--- config.mk ---
export PLATFORM = sky130hd
export DESIGN_NAME = mem_dma
export DESIGN_NICKNAME = d
export VERILOG_FILES = /design/src/rtl/mem_dma_pkg.sv /design/src/rtl/mem_dma.sv
export SDC_FILE = /design/constraint.sdc
export NUM_CORES = 1
export LEC_CHECK = 0
export ABC_CLOCK_PERIOD_IN_PS = 7500
export CORE_MARGIN = 8
export CORE_UTILIZATION = 54
export CTS_CLUSTER_SIZE = 40
export DETAILED_ROUTE_END_ITERATION = 8
export PLACE_DENSITY = 0.95
export SYNTH_ARGS = -nofsm -noshare
export SYNTH_HDL_FRONTEND = slang
export SYNTH_SLANG_ARGS = --single-unit
--- constraint.sdc ---
create_clock -name clk -period 7.5 [get_ports clk]
set_input_delay 1.5 -clock clk [delete_from_list [all_inputs] [get_ports clk]]
set_output_delay 1.5 -clock clk [all_outputs]
set_load 0.02 [all_outputs]
--- src/rtl/mem_dma_pkg.sv ---
// Shared definitions for the memory-to-memory DMA engine: FSM state
// encoding and the command mode constants.
package mem_dma_pkg;

  typedef enum logic [2:0] {
    ST_IDLE = 3'd0,
    ST_RD   = 3'd1,
    ST_WR   = 3'd2,
    ST_FILL = 3'd3,
    ST_DONE = 3'd4
  } state_t;

  localparam logic MODE_COPY = 1'b0;
  localparam logic MODE_FILL = 1'b1;

endpackage

--- src/rtl/mem_dma.sv ---
// Memory DMA engine. Copies len words from src to dst through a single
// memory port (read then write, 2 cycles per word) or fills len words at
// dst with a constant pattern (1 cycle per word). Addresses wrap modulo
// the memory size. The memory port outputs are decoded combinationally
// from the state and registered counters so they line up with the cycle
// in which the memory samples them.
module mem_dma
  import mem_dma_pkg::*;
#(
  parameter int DATA = 18,
  parameter int ADDR = 14
) (
  input  logic            clk,
  input  logic            reset,
  input  logic            start,
  input  logic            mode,
  input  logic [ADDR-1:0] src_addr,
  input  logic [ADDR-1:0] dst_addr,
  input  logic [ADDR:0]   len,
  input  logic [DATA-1:0] fill_data,
  input  logic            abort,
  output logic            busy,
  output logic            done,
  output logic            aborted,
  output logic            m_wr,
  output logic [ADDR-1:0] m_addr,
  output logic [DATA-1:0] m_din,
  input  logic [DATA-1:0] m_dout
);

  state_t          state_reg, state_next;
  logic [ADDR:0]   cnt_reg;
  logic            mode_reg;
  logic [ADDR-1:0] src_reg;
  logic [ADDR-1:0] dst_reg;
  logic [ADDR:0]   len_reg;
  logic [DATA-1:0] fill_reg;
  logic            aborted_reg;

  // The word being moved this cycle is the last one of the command.
  logic last_word;
  assign last_word = ((cnt_reg + 1'b1) == len_reg);

  // State register.
  always_ff @(posedge clk) begin
    if (reset) state_reg <= ST_IDLE;
    else       state_reg <= state_next;
  end

  // Next-state decode; abort in RD skips the write, in WR/FILL it lets
  // the current write finish before terminating.
  always_comb begin
    state_next = state_reg;
    case (state_reg)
      ST_IDLE: begin
        if (start) begin
          if (len == '0)              state_next = ST_DONE;
          else if (mode == MODE_FILL) state_next = ST_FILL;
          else                        state_next = ST_RD;
        end
      end
      ST_RD:   state_next = abort ? ST_DONE : ST_WR;
      ST_WR:   state_next = (abort || last_word) ? ST_DONE : ST_RD;
      ST_FILL: state_next = (abort || last_word) ? ST_DONE : ST_FILL;
      ST_DONE: state_next = ST_IDLE;
      default: state_next = ST_IDLE;
    endcase
  end

  // Command latch, word counter and abort flag. An abort that lands on
  // the final write is a normal completion, so aborted stays clear.
  always_ff @(posedge clk) begin
    if (reset) begin
      cnt_reg     <= '0;
      mode_reg    <= MODE_COPY;
      src_reg     <= '0;
      dst_reg     <= '0;
      len_reg     <= '0;
      fill_reg    <= '0;
      aborted_reg <= 1'b0;
    end else begin
      case (state_reg)
        ST_IDLE: begin
          if (start) begin
            cnt_reg     <= '0;
            mode_reg    <= mode;
            src_reg     <= src_addr;
            dst_reg     <= dst_addr;
            len_reg     <= len;
            fill_reg    <= fill_data;
            aborted_reg <= 1'b0;
          end
        end
        ST_RD: begin
          if (abort) aborted_reg <= 1'b1;
        end
        ST_WR, ST_FILL: begin
          cnt_reg <= cnt_reg + 1'b1;
          if (abort && !last_word) aborted_reg <= 1'b1;
        end
        default: ;
      endcase
    end
  end

  // Status and memory port decode; the port idles at zero outside the
  // read/write states.
  always_comb begin
    busy    = 1'b0;
    done    = 1'b0;
    aborted = 1'b0;
    m_wr    = 1'b0;
    m_addr  = '0;
    m_din   = '0;
    case (state_reg)
      ST_RD: begin
        busy   = 1'b1;
        m_addr = src_reg + cnt_reg[ADDR-1:0];
      end
      ST_WR: begin
        busy   = 1'b1;
        m_wr   = 1'b1;
        m_addr = dst_reg + cnt_reg[ADDR-1:0];
        m_din  = m_dout;
      end
      ST_FILL: begin
        busy   = 1'b1;
        m_wr   = 1'b1;
        m_addr = dst_reg + cnt_reg[ADDR-1:0];
        m_din  = fill_reg;
      end
      ST_DONE: begin
        done    = 1'b1;
        aborted = aborted_reg;
      end
      default: ;
    endcase
  end

endmodule

==> flow_results.xml, run 1 <==
<?xml version="1.0" encoding="UTF-8"?>
<metrics>
  <group name="timing">
    <metric name="final.setup.tns" unit="ns">0</metric>
    <metric name="worstMarginPinSlew" unit="ns">0.912</metric>
    <metric name="min_period" unit="ns">5.93</metric>
    <metric name="fin_ws" unit="ns">1.57</metric>
    <metric name="max_slew_violation_total_from_the_final_report" unit="">0</metric>
    <metric name="finalSetupViolations" unit="">0</metric>
    <metric name="finalHoldViolCount" unit="">0</metric>
    <metric name="clock.fmax" unit="MHz">169</metric>
    <metric name="slew_headroom" unit="%">37.6</metric>
    <metric name="layout_worst_path_cycle_share" unit="%">79.0</metric>
    <metric name="final.setup_skew" unit="ns">0.00768</metric>
    <metric name="rsz0062_at_grt" unit="">false</metric>
  </group>
  <group name="layout">
    <metric name="share_of_final_layout_standard_cells_stronger_than_drive_strength_1" unit="%">4.98</metric>
    <metric name="number_of_fill_cells_in_the_layout" unit="">627</metric>
    <metric name="largest_register_ffs" unit="">18</metric>
    <metric name="synthToLayoutAreaGrowth" unit="%">29.4</metric>
    <metric name="fin_nets" unit="">837</metric>
    <metric name="num_antenna_cells" unit="">0</metric>
  </group>
  <group name="setup_path">
    <metric name="reg2regPathDepth" unit="">7</metric>
    <metric name="worst_path_most_repeated_cell" unit="">sky130_fd_sc_hd__nand2_1</metric>
    <metric name="critPathRequiredTime" unit="ns">6.00</metric>
    <metric name="timing.rr.start" unit="">cnt_reg[0]</metric>
    <metric name="crit_path_class" unit="">reg -&gt; out</metric>
    <metric name="path_cells" unit="">nand2b_1, clkinv_1, nand2_1, nand2_1, ha_1, fa_1, a21o_1, a21oi_1, o21ai_0, a311oi_1, xor2_1, nor2_1, clkdlybuf4s50_1</metric>
    <metric name="max_stage_delay" unit="ns">0.60</metric>
    <metric name="cp.buffers_inverters" unit="">2</metric>
    <metric name="critical_path.reg2reg.endpoint" unit="">state_reg[1]</metric>
    <metric name="critical_path_depth" unit="">13</metric>
    <metric name="reg2reg_setup_slack" unit="ns">4.30</metric>
    <metric name="critPathSlowestCell" unit="">sky130_fd_sc_hd__clkinv_1</metric>
    <metric name="endpoint_kind" unit="">primary output</metric>
    <metric name="critical-path-top-delay-family" unit="">buffers and inverters</metric>
    <metric name="cp_max_fo" unit="">28</metric>
    <metric name="worst_ep_arrival_time" unit="ns">4.43</metric>
    <metric name="critical_path.startpoint_type" unit="">register</metric>
  </group>
  <group name="grt">
    <metric name="groute.usage.overall" unit="%">23.8</metric>
    <metric name="busiest_layer" unit="">met2</metric>
    <metric name="grt_antenna_before_repair" unit="">0</metric>
    <metric name="global_route_wire_length_before_repair" unit="µm">23000</metric>
    <metric name="grt_util_met2" unit="%">41.0</metric>
    <metric name="total_congestion_overflow" unit="">0</metric>
    <metric name="grt_pass1_vias" unit="">4910</metric>
    <metric name="global_route.usage.met3" unit="%">7.15</metric>
    <metric name="met1_capacity_usage_during_global_routing" unit="%">26.7</metric>
    <metric name="pin_count_of_the_biggest_net_entering_global_routing" unit="">80</metric>
  </group>
  <group name="yosys">
    <metric name="synthArstFlopShare" unit="%">0</metric>
    <metric name="yosysTopAreaCellShare" unit="%">34.0</metric>
    <metric name="netlist-cell-type-count" unit="">64</metric>
    <metric name="ys_ff_latch" unit="">80</metric>
    <metric name="synthDominantAreaCellType" unit="">sky130_fd_sc_hd__dfxtp_1</metric>
    <metric name="synth_seq_area_share" unit="%">34.0</metric>
    <metric name="postSynthAreaPerCell" unit="µm²">7.33</metric>
    <metric name="count_of_flip_flops_with_a_built_in_enable_after_synthesis" unit="">0</metric>
    <metric name="post_synth_inst_count" unit="">643</metric>
    <metric name="post_synth_instance_area" unit="mm²">0.00471</metric>
    <metric name="netlist_top_cells_area" unit="">sky130_fd_sc_hd__dfxtp_1 (34%), sky130_fd_sc_hd__nand2_1 (14%), sky130_fd_sc_hd__a21oi_1 (8.8%), sky130_fd_sc_hd__mux2i_1 (4.9%), sky130_fd_sc_hd__nor2_1 (4.1%)</metric>
    <metric name="yosysWarnings" unit="">0</metric>
    <metric name="syn-num-nets" unit="">742</metric>
    <metric name="ys_dominant_reg_cell" unit="">sky130_fd_sc_hd__dfxtp_1</metric>
  </group>
  <group name="clock_tree">
    <metric name="cts.htree.levels" unit="">3</metric>
    <metric name="cts_tree" unit="">yes</metric>
    <metric name="clk_pin_slew_worst_paths" unit="ns">0.09</metric>
    <metric name="hold_buffers" unit="">0</metric>
    <metric name="insertion_delay" unit="ns">0.36</metric>
    <metric name="cts_inserted_buffers" unit="">9</metric>
    <metric name="cts_repair_resize_count" unit="">0</metric>
    <metric name="clock_tree.root_cell" unit="">sky130_fd_sc_hd__clkbuf_8</metric>
    <metric name="cts_sinks" unit="">80</metric>
    <metric name="post_cts_setup_repair_bufs" unit="">0</metric>
    <metric name="clockBufferDepth" unit="">2</metric>
  </group>
  <group name="placement">
    <metric name="detailed_place_hpwl" unit="µm">10400</metric>
    <metric name="pre_cts_ws" unit="ns">2.01</metric>
    <metric name="gp_congestion" unit="">0.855</metric>
    <metric name="portBuffers" unit="">119</metric>
  </group>
  <group name="drt">
    <metric name="route.final.wire_length" unit="µm">14000</metric>
    <metric name="drcViolationCount" unit="">0</metric>
    <metric name="number_of_violations_reported_at_the_end_of_detailed_routing_iteration_0" unit="">400</metric>
    <metric name="routed-via-count" unit="">4986</metric>
    <metric name="wl_per_cell" unit="µm">16.5</metric>
    <metric name="via_per_inst" unit="">5.86</metric>
    <metric name="ant_nets" unit="">0</metric>
    <metric name="dr.pass1.iters" unit="">5</metric>
  </group>
  <group name="worst_hold_path">
    <metric name="hold_path.startpoint" unit="">src_reg[2]</metric>
    <metric name="hold_depth" unit="">2</metric>
    <metric name="hold_path.class" unit="">reg -&gt; reg</metric>
    <metric name="worstHoldEndpoint" unit="">src_reg[2]</metric>
  </group>
  <group name="floorplan">
    <metric name="io-pin-count" unit="">120</metric>
    <metric name="fp-row-count" unit="">34</metric>
    <metric name="placeableCoreArea" unit="mm²">0.00859</metric>
    <metric name="fp.dieH" unit="µm">109</metric>
    <metric name="fp.dieW" unit="µm">109</metric>
    <metric name="initial_core_utilization" unit="%">54.8</metric>
    <metric name="dieArea" unit="mm²">0.0120</metric>
  </group>
  <group name="power_and_ir_drop">
    <metric name="p_leak" unit="nW">2.36</metric>
    <metric name="worst_voltage_drop_across_the_vdd_grid" unit="V">0.000121</metric>
    <metric name="power_density" unit="mW/mm²">209</metric>
  </group>
  <group name="run">
    <metric name="cap_violations" unit="">0</metric>
  </group>
  <group name="run_status">
    <metric name="outcome" unit="">finished, final reports clean</metric>
  </group>
</metrics>
==> per-layer routing <==
metal  wire [µm]  up-vias
li1            -     2401
met1        5440     2318
met2        6930      227
met3        1290       40
met4         367        0
met5           0        -
==> through the flow <==
step	cell area [µm²]	util [%]	instances	hold slack [ns]	power, mW
floorplan	4710	-	643	0.436	0.782
global placement	5890	68.5	835	0.443	0.923
detailed placement	5890	68.5	835	0.447	0.938
CTS	6100	70.9	851	0.459	1.27
global route	6100	70.9	851	0.472	1.34
finish	6100	70.9	851	0.459	1.28
==> worst reg2reg max path: stages (launching register included) <==
cell                        delay [ns]
sky130_fd_sc_hd__dfxtp_1          0.54
sky130_fd_sc_hd__ha_1             0.42
sky130_fd_sc_hd__nand3_2          0.25
sky130_fd_sc_hd__nor4_4           0.39
sky130_fd_sc_hd__xnor2_1          0.13
sky130_fd_sc_hd__a211o_2          0.36
sky130_fd_sc_hd__a2111oi_0        0.78
sky130_fd_sc_hd__o21ai_0          0.18
==> layout make-up <==
type                    instances  area (µm²)  area share (%)
clock inverters                 7        85.1            1.40
inverters                      10        37.5           0.616
flip-flops and latches         80        1600            26.3
clock buffers                   9         124            2.03
repair buffers                125        1230            20.2
well taps                     108         135            2.22
multi-input cells             512        2880            47.3
==> how the worst max path moves through the flow <==
stage | from | to | slack (ns)
after floorplan | state_reg[1] | m_addr[10] | 3.15
after global placement | state_reg[2] | m_addr[10] | 2.10
after detailed placement | state_reg[2] | m_addr[10] | 2.01
after CTS | state_reg[2] | m_addr[10] | 1.61
after global routing | state_reg[2] | m_addr[10] | 1.22
final | state_reg[2] | m_addr[10] | 1.57
==> synthesized netlist by cell type (all sizes together) (3+ instances only) <==
cell type and instances:
ha 14, nor4 9, nand2 183, nor3 10, a211oi 4, nand3 13, inv 8, or3 6
or2 3, a31oi 7, xnor2 17, and2 4, buf 8, o21ai 21, dfxtp 80, a21oi 83
nor2b 3, a21o 5, xor2 11, mux2i 23, a311oi 5, nand4 5, clkbuf 33, nor2 51
==> power by group <==
part	switching (mW)	internal, mW
Clock	0.178	0.162
Sequential	0.0328	0.470
Combinational	0.255	0.179
Total	0.466	0.810
==> cell families after synthesis <==
logic type	after synthesis	synth area share, %
adder cells (fa/ha/maj)	15	4.14
multiplexers	23	4.89
AO/OA/AOI/OAI	147	18.9
XOR/XNOR	28	5.20
AND/OR/NAND/NOR	299	27.9
buffers and inverters	51	4.99
flip-flops	80	34.0
==> layout by cell type (no fill, tap or decap), types with 6 or more instances in the layout <==
| cell | count |
|---|---|
| sky130_fd_sc_hd__a31oi_1 | 7 |
| sky130_fd_sc_hd__mux2i_1 | 23 |
| sky130_fd_sc_hd__xnor2_1 | 17 |
| sky130_fd_sc_hd__dfxtp_1 | 80 |
| sky130_fd_sc_hd__nand2_1 | 182 |
| sky130_fd_sc_hd__ha_1 | 14 |
| sky130_fd_sc_hd__nor2_1 | 51 |
| sky130_fd_sc_hd__clkdlybuf4s50_1 | 118 |
| sky130_fd_sc_hd__buf_4 | 6 |
| sky130_fd_sc_hd__nor4_1 | 8 |
| sky130_fd_sc_hd__nor3_1 | 10 |
| sky130_fd_sc_hd__xor2_1 | 11 |
| sky130_fd_sc_hd__clkbuf_8 | 9 |
| sky130_fd_sc_hd__inv_1 | 8 |
| sky130_fd_sc_hd__a21oi_1 | 83 |
| sky130_fd_sc_hd__o21ai_0 | 21 |
| sky130_fd_sc_hd__nand3_1 | 11 |
Power figures use the tool's default switching activity.
==> inputs of run 2 (changes only) <==
--- a/config.mk
+++ b/config.mk
@@ -5,12 +5,12 @@
 export SDC_FILE = /design/constraint.sdc
 export NUM_CORES = 1
 export LEC_CHECK = 0
-export ABC_CLOCK_PERIOD_IN_PS = 7500
+export ABC_CLOCK_PERIOD_IN_PS = 6130
 export CORE_MARGIN = 8
-export CORE_UTILIZATION = 54
+export CORE_UTILIZATION = 50
 export CTS_CLUSTER_SIZE = 40
 export DETAILED_ROUTE_END_ITERATION = 8
-export PLACE_DENSITY = 0.95
+export PLACE_DENSITY = 0.89
 export SYNTH_ARGS = -nofsm -noshare
 export SYNTH_HDL_FRONTEND = slang
 export SYNTH_SLANG_ARGS = --single-unit
==> constraint.sdc (replaced) <==
create_clock -name clk -period 6.13 [get_ports clk]
set_input_delay 1.226 -clock clk [delete_from_list [all_inputs] [get_ports clk]]
set_output_delay 1.226 -clock clk [all_outputs]
set_load 0.02 [all_outputs]
==> run 2 against run 1 <==
Clock skew rose by 0.0030 ns. Critical path depth is the same. Die area is 6.8% higher. Worst hold slack is essentially flat. Utilization decreased by 4.6 points. First-iteration DRC count decreased by 14%. Sequential share of layout area about the same. Clock power grew 21%. Routed wire length grew 1.2%. Global-route usage shrank 1.5 points. Count of clock-buffer cells in the layout increased by 1. Final cell count up 0.47%. Largest cell class unchanged.
==> flow_results.xml, run 2 (synthesis gave the netlist of run 1 again) <==
<?xml version="1.0" encoding="UTF-8"?>
<metrics>
  <group name="run_status">
    <metric name="outcome" unit="">finished, final reports clean</metric>
  </group>
  <group name="timing">
    <metric name="max_slew_violation_total_from_the_final_report" unit="">0</metric>
    <metric name="min_period" unit="ns">5.23</metric>
    <metric name="final.setup.tns" unit="ns">0</metric>
    <metric name="worstMarginPinSlew" unit="ns">0.836</metric>
    <metric name="finalSetupViolations" unit="">0</metric>
    <metric name="finalHoldViolCount" unit="">0</metric>
    <metric name="layout_worst_path_cycle_share" unit="%">85.3</metric>
    <metric name="slew_headroom" unit="%">42.8</metric>
    <metric name="rsz0062_at_grt" unit="">false</metric>
    <metric name="clock.fmax" unit="MHz">191</metric>
    <metric name="final.setup_skew" unit="ns">0.0107</metric>
  </group>
  <group name="drt">
    <metric name="wl_per_cell" unit="µm">16.6</metric>
    <metric name="dr.pass1.iters" unit="">5</metric>
    <metric name="route.final.wire_length" unit="µm">14200</metric>
    <metric name="number_of_violations_reported_at_the_end_of_detailed_routing_iteration_0" unit="">344</metric>
    <metric name="via_per_inst" unit="">5.77</metric>
    <metric name="ant_nets" unit="">0</metric>
    <metric name="routed-via-count" unit="">4931</metric>
    <metric name="drcViolationCount" unit="">0</metric>
  </group>
  <group name="layout">
    <metric name="layout.cells.most_common" unit="">sky130_fd_sc_hd__nand2_1</metric>
    <metric name="share_of_final_layout_standard_cells_stronger_than_drive_strength_1" unit="%">5.11</metric>
    <metric name="fin_nets" unit="">838</metric>
    <metric name="synthToLayoutAreaGrowth" unit="%">29.5</metric>
    <metric name="largest_register_ffs" unit="">18</metric>
    <metric name="num_antenna_cells" unit="">0</metric>
    <metric name="finalInstanceArea" unit="mm²">0.00610</metric>
    <metric name="number_of_fill_cells_in_the_layout" unit="">764</metric>
    <metric name="final_cell_mix" unit="">sky130_fd_sc_hd__nand2_1 (182), sky130_fd_sc_hd__clkdlybuf4s50_1 (118), sky130_fd_sc_hd__a21oi_1 (83), sky130_fd_sc_hd__dfxtp_1 (80), sky130_fd_sc_hd__nor2_1 (51)</metric>
  </group>
  <group name="power_and_ir_drop">
    <metric name="p_leak" unit="nW">2.36</metric>
    <metric name="p_total" unit="mW">1.55</metric>
    <metric name="power_density" unit="mW/mm²">254</metric>
    <metric name="worst_voltage_drop_across_the_vdd_grid" unit="V">0.000166</metric>
  </group>
  <group name="grt">
    <metric name="grt_pass1_vias" unit="">4932</metric>
    <metric name="grt_antenna_before_repair" unit="">0</metric>
    <metric name="global_route_wire_length_before_repair" unit="µm">23400</metric>
    <metric name="groute.usage.overall" unit="%">22.3</metric>
    <metric name="pin_count_of_the_biggest_net_entering_global_routing" unit="">63</metric>
    <metric name="total_congestion_overflow" unit="">0</metric>
  </group>
  <group name="floorplan">
    <metric name="fp-row-count" unit="">35</metric>
    <metric name="initial_core_utilization" unit="%">51.2</metric>
    <metric name="placeableCoreArea" unit="mm²">0.00920</metric>
    <metric name="io-pin-count" unit="">120</metric>
    <metric name="fp.dieH" unit="µm">113</metric>
    <metric name="fp.dieW" unit="µm">113</metric>
    <metric name="dieArea" unit="mm²">0.0128</metric>
  </group>
  <group name="setup_path">
    <metric name="critPathRequiredTime" unit="ns">4.90</metric>
    <metric name="reg2reg_setup_slack" unit="ns">2.98</metric>
    <metric name="timing.rr.start" unit="">cnt_reg[1]</metric>
    <metric name="reg2regPathDepth" unit="">7</metric>
    <metric name="worst_ep_arrival_time" unit="ns">4.00</metric>
    <metric name="launch_point_of_the_critical_path" unit="">state_reg[2]</metric>
    <metric name="critical_path.startpoint_type" unit="">register</metric>
    <metric name="endpoint_kind" unit="">primary output</metric>
    <metric name="critical_path.reg2reg.endpoint" unit="">state_reg[0]</metric>
    <metric name="crit_path_class" unit="">reg -&gt; out</metric>
    <metric name="critical_path.endpoint" unit="">m_addr[12]</metric>
    <metric name="cp_max_fo" unit="">48</metric>
  </group>
  <group name="clock_tree">
    <metric name="cts_tree" unit="">yes</metric>
    <metric name="clk_pin_slew_worst_paths" unit="ns">0.08</metric>
    <metric name="clock_tree.root_cell" unit="">sky130_fd_sc_hd__clkbuf_8</metric>
    <metric name="insertion_delay" unit="ns">0.36</metric>
    <metric name="cts.htree.levels" unit="">3</metric>
    <metric name="cts_repair_resize_count" unit="">0</metric>
    <metric name="cts_inserted_buffers" unit="">9</metric>
    <metric name="clockBufferDepth" unit="">2</metric>
    <metric name="post_cts_setup_repair_bufs" unit="">0</metric>
    <metric name="cts_sinks" unit="">80</metric>
    <metric name="hold_buffers" unit="">0</metric>
  </group>
  <group name="placement">
    <metric name="gp_congestion" unit="">0.883</metric>
    <metric name="portBuffers" unit="">119</metric>
    <metric name="detailed_place_hpwl" unit="µm">10500</metric>
    <metric name="placement.cell_area" unit="mm²">0.00590</metric>
  </group>
  <group name="run">
    <metric name="cap_violations" unit="">0</metric>
  </group>
  <group name="worst_hold_path">
    <metric name="hold_path.class" unit="">reg -&gt; reg</metric>
  </group>
</metrics>
[run 2: routing by layer]
layer	share of wire [%]	track usage (%)
met5	0	0
met4	2.5	9.86
met3	6.3	5.38
met2	48	37.3
met1	43	26.6
[run 2: through the flow]
| step | hold slack, ns | utilization (%) | worst slack (ns) | instances |
|---|---|---|---|---|
| 2_1_floorplan | 0.436 | - | 2.06 | 643 |
| 3_3_place_gp | 0.442 | 64.1 | 1.48 | 839 |
| 3_5_place_dp | 0.447 | 64.1 | 1.34 | 839 |
| 4_1_cts | 0.458 | 66.4 | 0.924 | 855 |
| 5_1_grt | 0.482 | 66.4 | 0.590 | 855 |
| 6_report | 0.460 | 66.4 | 0.900 | 855 |
[run 2: report_power, final]
part           internal (mW)  switching, mW  leakage [nW]
Sequential             0.574         0.0386         0.654
Clock                  0.201          0.209        0.0989
Combinational          0.220          0.310          1.61
Total                  0.995          0.557          2.36
[run 2: final cells by class]
type,count,area [µm²],share of cell area (%)
clock buffers,10,138,2.26
clock inverters,6,67.6,1.11
inverters,10,37.5,0.615
multi-input cells,512,2880,47.2
flip-flops and latches,80,1600,26.2
well taps,111,139,2.28
repair buffers,126,1240,20.3
[run 2: worst min path at each step]
stage	depth (start not counted)	to	slack (ns)	from
detailed placement	2	dst_reg[11]	0.45	dst_reg[11]
finish	2	dst_reg[11]	0.46	dst_reg[11]
global route	2	dst_reg[0]	0.48	dst_reg[0]
global placement	2	src_reg[13]	0.44	src_reg[13]
CTS	2	dst_reg[11]	0.46	dst_reg[11]
floorplan	2	dst_reg[13]	0.44	dst_reg[13]
[run 2: worst max-delay path: stages, from the launching register on]
cell                              delay (ns)
sky130_fd_sc_hd__dfxtp_1                0.42
sky130_fd_sc_hd__nand2b_1               0.21
sky130_fd_sc_hd__buf_4                  0.31
sky130_fd_sc_hd__nand2_1                0.13
sky130_fd_sc_hd__nand2_1                0.06
sky130_fd_sc_hd__ha_1                   0.20
sky130_fd_sc_hd__fa_1                   0.41
sky130_fd_sc_hd__a21o_1                 0.20
sky130_fd_sc_hd__a21oi_1                0.33
sky130_fd_sc_hd__o21ai_0                0.21
sky130_fd_sc_hd__a31oi_1                0.19
sky130_fd_sc_hd__o21ai_0                0.12
sky130_fd_sc_hd__mux2i_1                0.20
sky130_fd_sc_hd__clkdlybuf4s50_1        0.64
==> inputs of run 3 (changes only) <==
--- a/config.mk
+++ b/config.mk
@@ -6,11 +6,15 @@
 export NUM_CORES = 1
 export LEC_CHECK = 0
 export ABC_CLOCK_PERIOD_IN_PS = 6130
+export CAP_MARGIN = 20
+export CELL_PAD_IN_SITES_DETAIL_PLACEMENT = 1
+export CELL_PAD_IN_SITES_GLOBAL_PLACEMENT = 1
 export CORE_MARGIN = 8
-export CORE_UTILIZATION = 50
+export CORE_UTILIZATION = 35
 export CTS_CLUSTER_SIZE = 40
 export DETAILED_ROUTE_END_ITERATION = 8
-export PLACE_DENSITY = 0.89
+export PLACE_DENSITY = 0.88
+export REMOVE_ABC_BUFFERS = 1
 export SYNTH_ARGS = -nofsm -noshare
 export SYNTH_HDL_FRONTEND = slang
 export SYNTH_SLANG_ARGS = --single-unit
==> run 3 against run 2 <==
Sequential power barely moved. Largest power group unchanged. Register-to-register slack got worse by 0.02 ns. Global-route usage decreased by 3.6 points.
==> flow_results.xml, run 3 (synthesis gave the netlist of run 1 again) <==
<?xml version="1.0" encoding="UTF-8"?>
<metrics>
  <group name="setup_path">
    <metric name="critical_path_depth" unit="">13</metric>
    <metric name="crit_path_class" unit="">reg -&gt; out</metric>
    <metric name="critical_path.startpoint_type" unit="">register</metric>
    <metric name="path_cells" unit="">nand2b_2, clkinv_1, nand2_1, nand2_1, ha_1, fa_1, a21o_1, a21oi_1, o21ai_0, a311oi_1, xor2_1, nor2_1, clkdlybuf4s50_1</metric>
    <metric name="critical_path.reg2reg.endpoint" unit="">state_reg[1]</metric>
    <metric name="critPathRequiredTime" unit="ns">4.90</metric>
    <metric name="critPathSlowestCell" unit="">sky130_fd_sc_hd__clkdlybuf4s50_1</metric>
    <metric name="worst_path_most_repeated_cell" unit="">sky130_fd_sc_hd__nand2_1</metric>
    <metric name="max_stage_delay" unit="ns">0.61</metric>
    <metric name="cp.buffers_inverters" unit="">2</metric>
    <metric name="worst_ep_arrival_time" unit="ns">4.34</metric>
    <metric name="endpoint_kind" unit="">primary output</metric>
    <metric name="reg2regPathDepth" unit="">7</metric>
    <metric name="timing.rr.start" unit="">cnt_reg[1]</metric>
    <metric name="reg2reg_setup_slack" unit="ns">2.96</metric>
    <metric name="cp_max_fo" unit="">14</metric>
    <metric name="critical-path-top-delay-family" unit="">compound AO/OA/AOI/OAI gates</metric>
  </group>
  <group name="layout">
    <metric name="finalCoreUtilization" unit="%">47.2</metric>
    <metric name="num_antenna_cells" unit="">0</metric>
    <metric name="fin_nets" unit="">838</metric>
    <metric name="finish.cell_count_without_fillers" unit="">917</metric>
    <metric name="synthToLayoutAreaGrowth" unit="%">32.3</metric>
    <metric name="layout.cells.most_common" unit="">sky130_fd_sc_hd__nand2_1</metric>
    <metric name="number_of_fill_cells_in_the_layout" unit="">1611</metric>
    <metric name="final_cell_mix" unit="">sky130_fd_sc_hd__nand2_1 (182), sky130_fd_sc_hd__clkdlybuf4s50_1 (118), sky130_fd_sc_hd__a21oi_1 (83), sky130_fd_sc_hd__dfxtp_1 (80), sky130_fd_sc_hd__nor2_1 (51)</metric>
    <metric name="share_of_final_layout_standard_cells_stronger_than_drive_strength_1" unit="%">4.86</metric>
    <metric name="largest_register_ffs" unit="">18</metric>
  </group>
  <group name="timing">
    <metric name="min_period" unit="ns">5.57</metric>
    <metric name="rsz0062_at_grt" unit="">false</metric>
    <metric name="final.setup_skew" unit="ns">0.00472</metric>
    <metric name="max_slew_violation_total_from_the_final_report" unit="">0</metric>
    <metric name="finalHoldViolCount" unit="">0</metric>
    <metric name="layout_worst_path_cycle_share" unit="%">90.8</metric>
    <metric name="slew_headroom" unit="%">42.8</metric>
    <metric name="worstMarginPinSlew" unit="ns">0.837</metric>
    <metric name="finalSetupViolations" unit="">0</metric>
    <metric name="whs" unit="ns">0.454</metric>
    <metric name="clock.fmax" unit="MHz">180</metric>
  </group>
  <group name="grt">
    <metric name="pin_count_of_the_biggest_net_entering_global_routing" unit="">80</metric>
    <metric name="grt_antenna_before_repair" unit="">0</metric>
    <metric name="global_route_wire_length_before_repair" unit="µm">27000</metric>
    <metric name="groute.usage.overall" unit="%">18.7</metric>
    <metric name="grt_pass1_vias" unit="">5374</metric>
    <metric name="total_congestion_overflow" unit="">0</metric>
  </group>
  <group name="drt">
    <metric name="number_of_violations_reported_at_the_end_of_detailed_routing_iteration_0" unit="">214</metric>
    <metric name="drcViolationCount" unit="">0</metric>
    <metric name="routed-via-count" unit="">4878</metric>
    <metric name="wl_per_cell" unit="µm">18.1</metric>
    <metric name="route.final.wire_length" unit="µm">16600</metric>
    <metric name="dr.pass1.iters" unit="">4</metric>
    <metric name="ant_nets" unit="">0</metric>
    <metric name="via_per_inst" unit="">5.32</metric>
  </group>
  <group name="clock_tree">
    <metric name="clk_pin_slew_worst_paths" unit="ns">0.06</metric>
    <metric name="cts_tree" unit="">yes</metric>
    <metric name="clockBufferDepth" unit="">2</metric>
    <metric name="cts_inserted_buffers" unit="">9</metric>
    <metric name="insertion_delay" unit="ns">0.34</metric>
    <metric name="clock_tree.root_cell" unit="">sky130_fd_sc_hd__clkbuf_16</metric>
    <metric name="cts_repair_resize_count" unit="">0</metric>
    <metric name="hold_buffers" unit="">0</metric>
    <metric name="post_cts_setup_repair_bufs" unit="">0</metric>
    <metric name="cts.htree.levels" unit="">3</metric>
    <metric name="cts_sinks" unit="">80</metric>
  </group>
  <group name="placement">
    <metric name="placed_cells" unit="">904</metric>
    <metric name="portBuffers" unit="">119</metric>
    <metric name="detailed_place_hpwl" unit="µm">12200</metric>
    <metric name="gp_congestion" unit="">0.834</metric>
  </group>
  <group name="run_status">
    <metric name="outcome" unit="">finished, final reports clean</metric>
  </group>
  <group name="floorplan">
    <metric name="initial_core_utilization" unit="%">35.7</metric>
    <metric name="fp.dieW" unit="µm">132</metric>
    <metric name="dieArea" unit="mm²">0.0174</metric>
    <metric name="fp-row-count" unit="">42</metric>
    <metric name="io-pin-count" unit="">120</metric>
    <metric name="placeableCoreArea" unit="mm²">0.0132</metric>
    <metric name="fp.dieH" unit="µm">132</metric>
  </group>
  <group name="power_and_ir_drop">
    <metric name="power_density" unit="mW/mm²">264</metric>
    <metric name="p_leak" unit="nW">2.38</metric>
    <metric name="worst_voltage_drop_across_the_vdd_grid" unit="V">0.000138</metric>
  </group>
  <group name="worst_hold_path">
    <metric name="hold_path.startpoint" unit="">src_reg[10]</metric>
    <metric name="worstHoldEndpoint" unit="">src_reg[10]</metric>
    <metric name="hold_path.class" unit="">reg -&gt; reg</metric>
    <metric name="hold_depth" unit="">2</metric>
  </group>
  <group name="run">
    <metric name="cap_violations" unit="">0</metric>
  </group>
</metrics>
run 3: how the worst max path moves through the flow:
stage                             from          to  slack, ns
after floorplan                  start  cnt_reg[9]      -0.58
after global placement    state_reg[2]  m_addr[10]       1.23
after detailed placement  state_reg[2]  m_addr[10]       0.99
after CTS                 state_reg[2]  m_addr[10]       0.57
after global routing      state_reg[2]  m_addr[10]       0.27
final                     state_reg[2]  m_addr[10]       0.56
run 3: where the power goes:
| group | switching, mW | internal (mW) | leakage, nW |
|---|---|---|---|
| clock network | 0.214 | 0.266 | 0.119 |
| logic | 0.331 | 0.220 | 1.61 |
| registers | 0.0394 | 0.575 | 0.654 |
run 3: final cells by class:
cell class,instances,area [µm²],area share (%)
Timing Repair Buffer,126,1240,19.9
Clock buffer,9,225,3.61
Inverter,10,37.5,0.602
Clock inverter,4,25.0,0.402
Multi-Input combinational cell,512,2880,46.3
Tap cell,176,220,3.53
Sequential cell,80,1600,25.7
run 3: worst reg2reg max path, cell delays in order, from the launching register on:
cell	delay [ns]
sky130_fd_sc_hd__dfxtp_1	0.52
sky130_fd_sc_hd__ha_1	0.45
sky130_fd_sc_hd__nand3_2	0.26
sky130_fd_sc_hd__nor4_4	0.39
sky130_fd_sc_hd__xnor2_1	0.11
sky130_fd_sc_hd__a211o_2	0.37
sky130_fd_sc_hd__a2111oi_0	0.74
sky130_fd_sc_hd__o21ai_0	0.18
run 3: through the flow:
stage          worst slack [ns]  power [mW]  setup TNS [ns]  instance area, µm²
6_report                  0.563        1.65               0                6230
5_1_grt                   0.266        1.74               0                6230
4_1_cts                   0.575        1.66               0                6230
3_5_place_dp              0.988        1.18               0                5980
3_3_place_gp               1.23        1.15               0                5980
2_1_floorplan            -0.582       0.942           -6.46                4510
run 3: layer usage:
| metal | global-route usage [%] | up-vias | share of wire [%] |
|---|---|---|---|
| li1 | - | 2396 | - |
| met1 | 21.3 | 2337 | 42 |
| met2 | 33.0 | 122 | 50 |
| met3 | 4.38 | 23 | 6.0 |
| met4 | 7.53 | 0 | 2.2 |
| met5 | 0 | - | 0 |
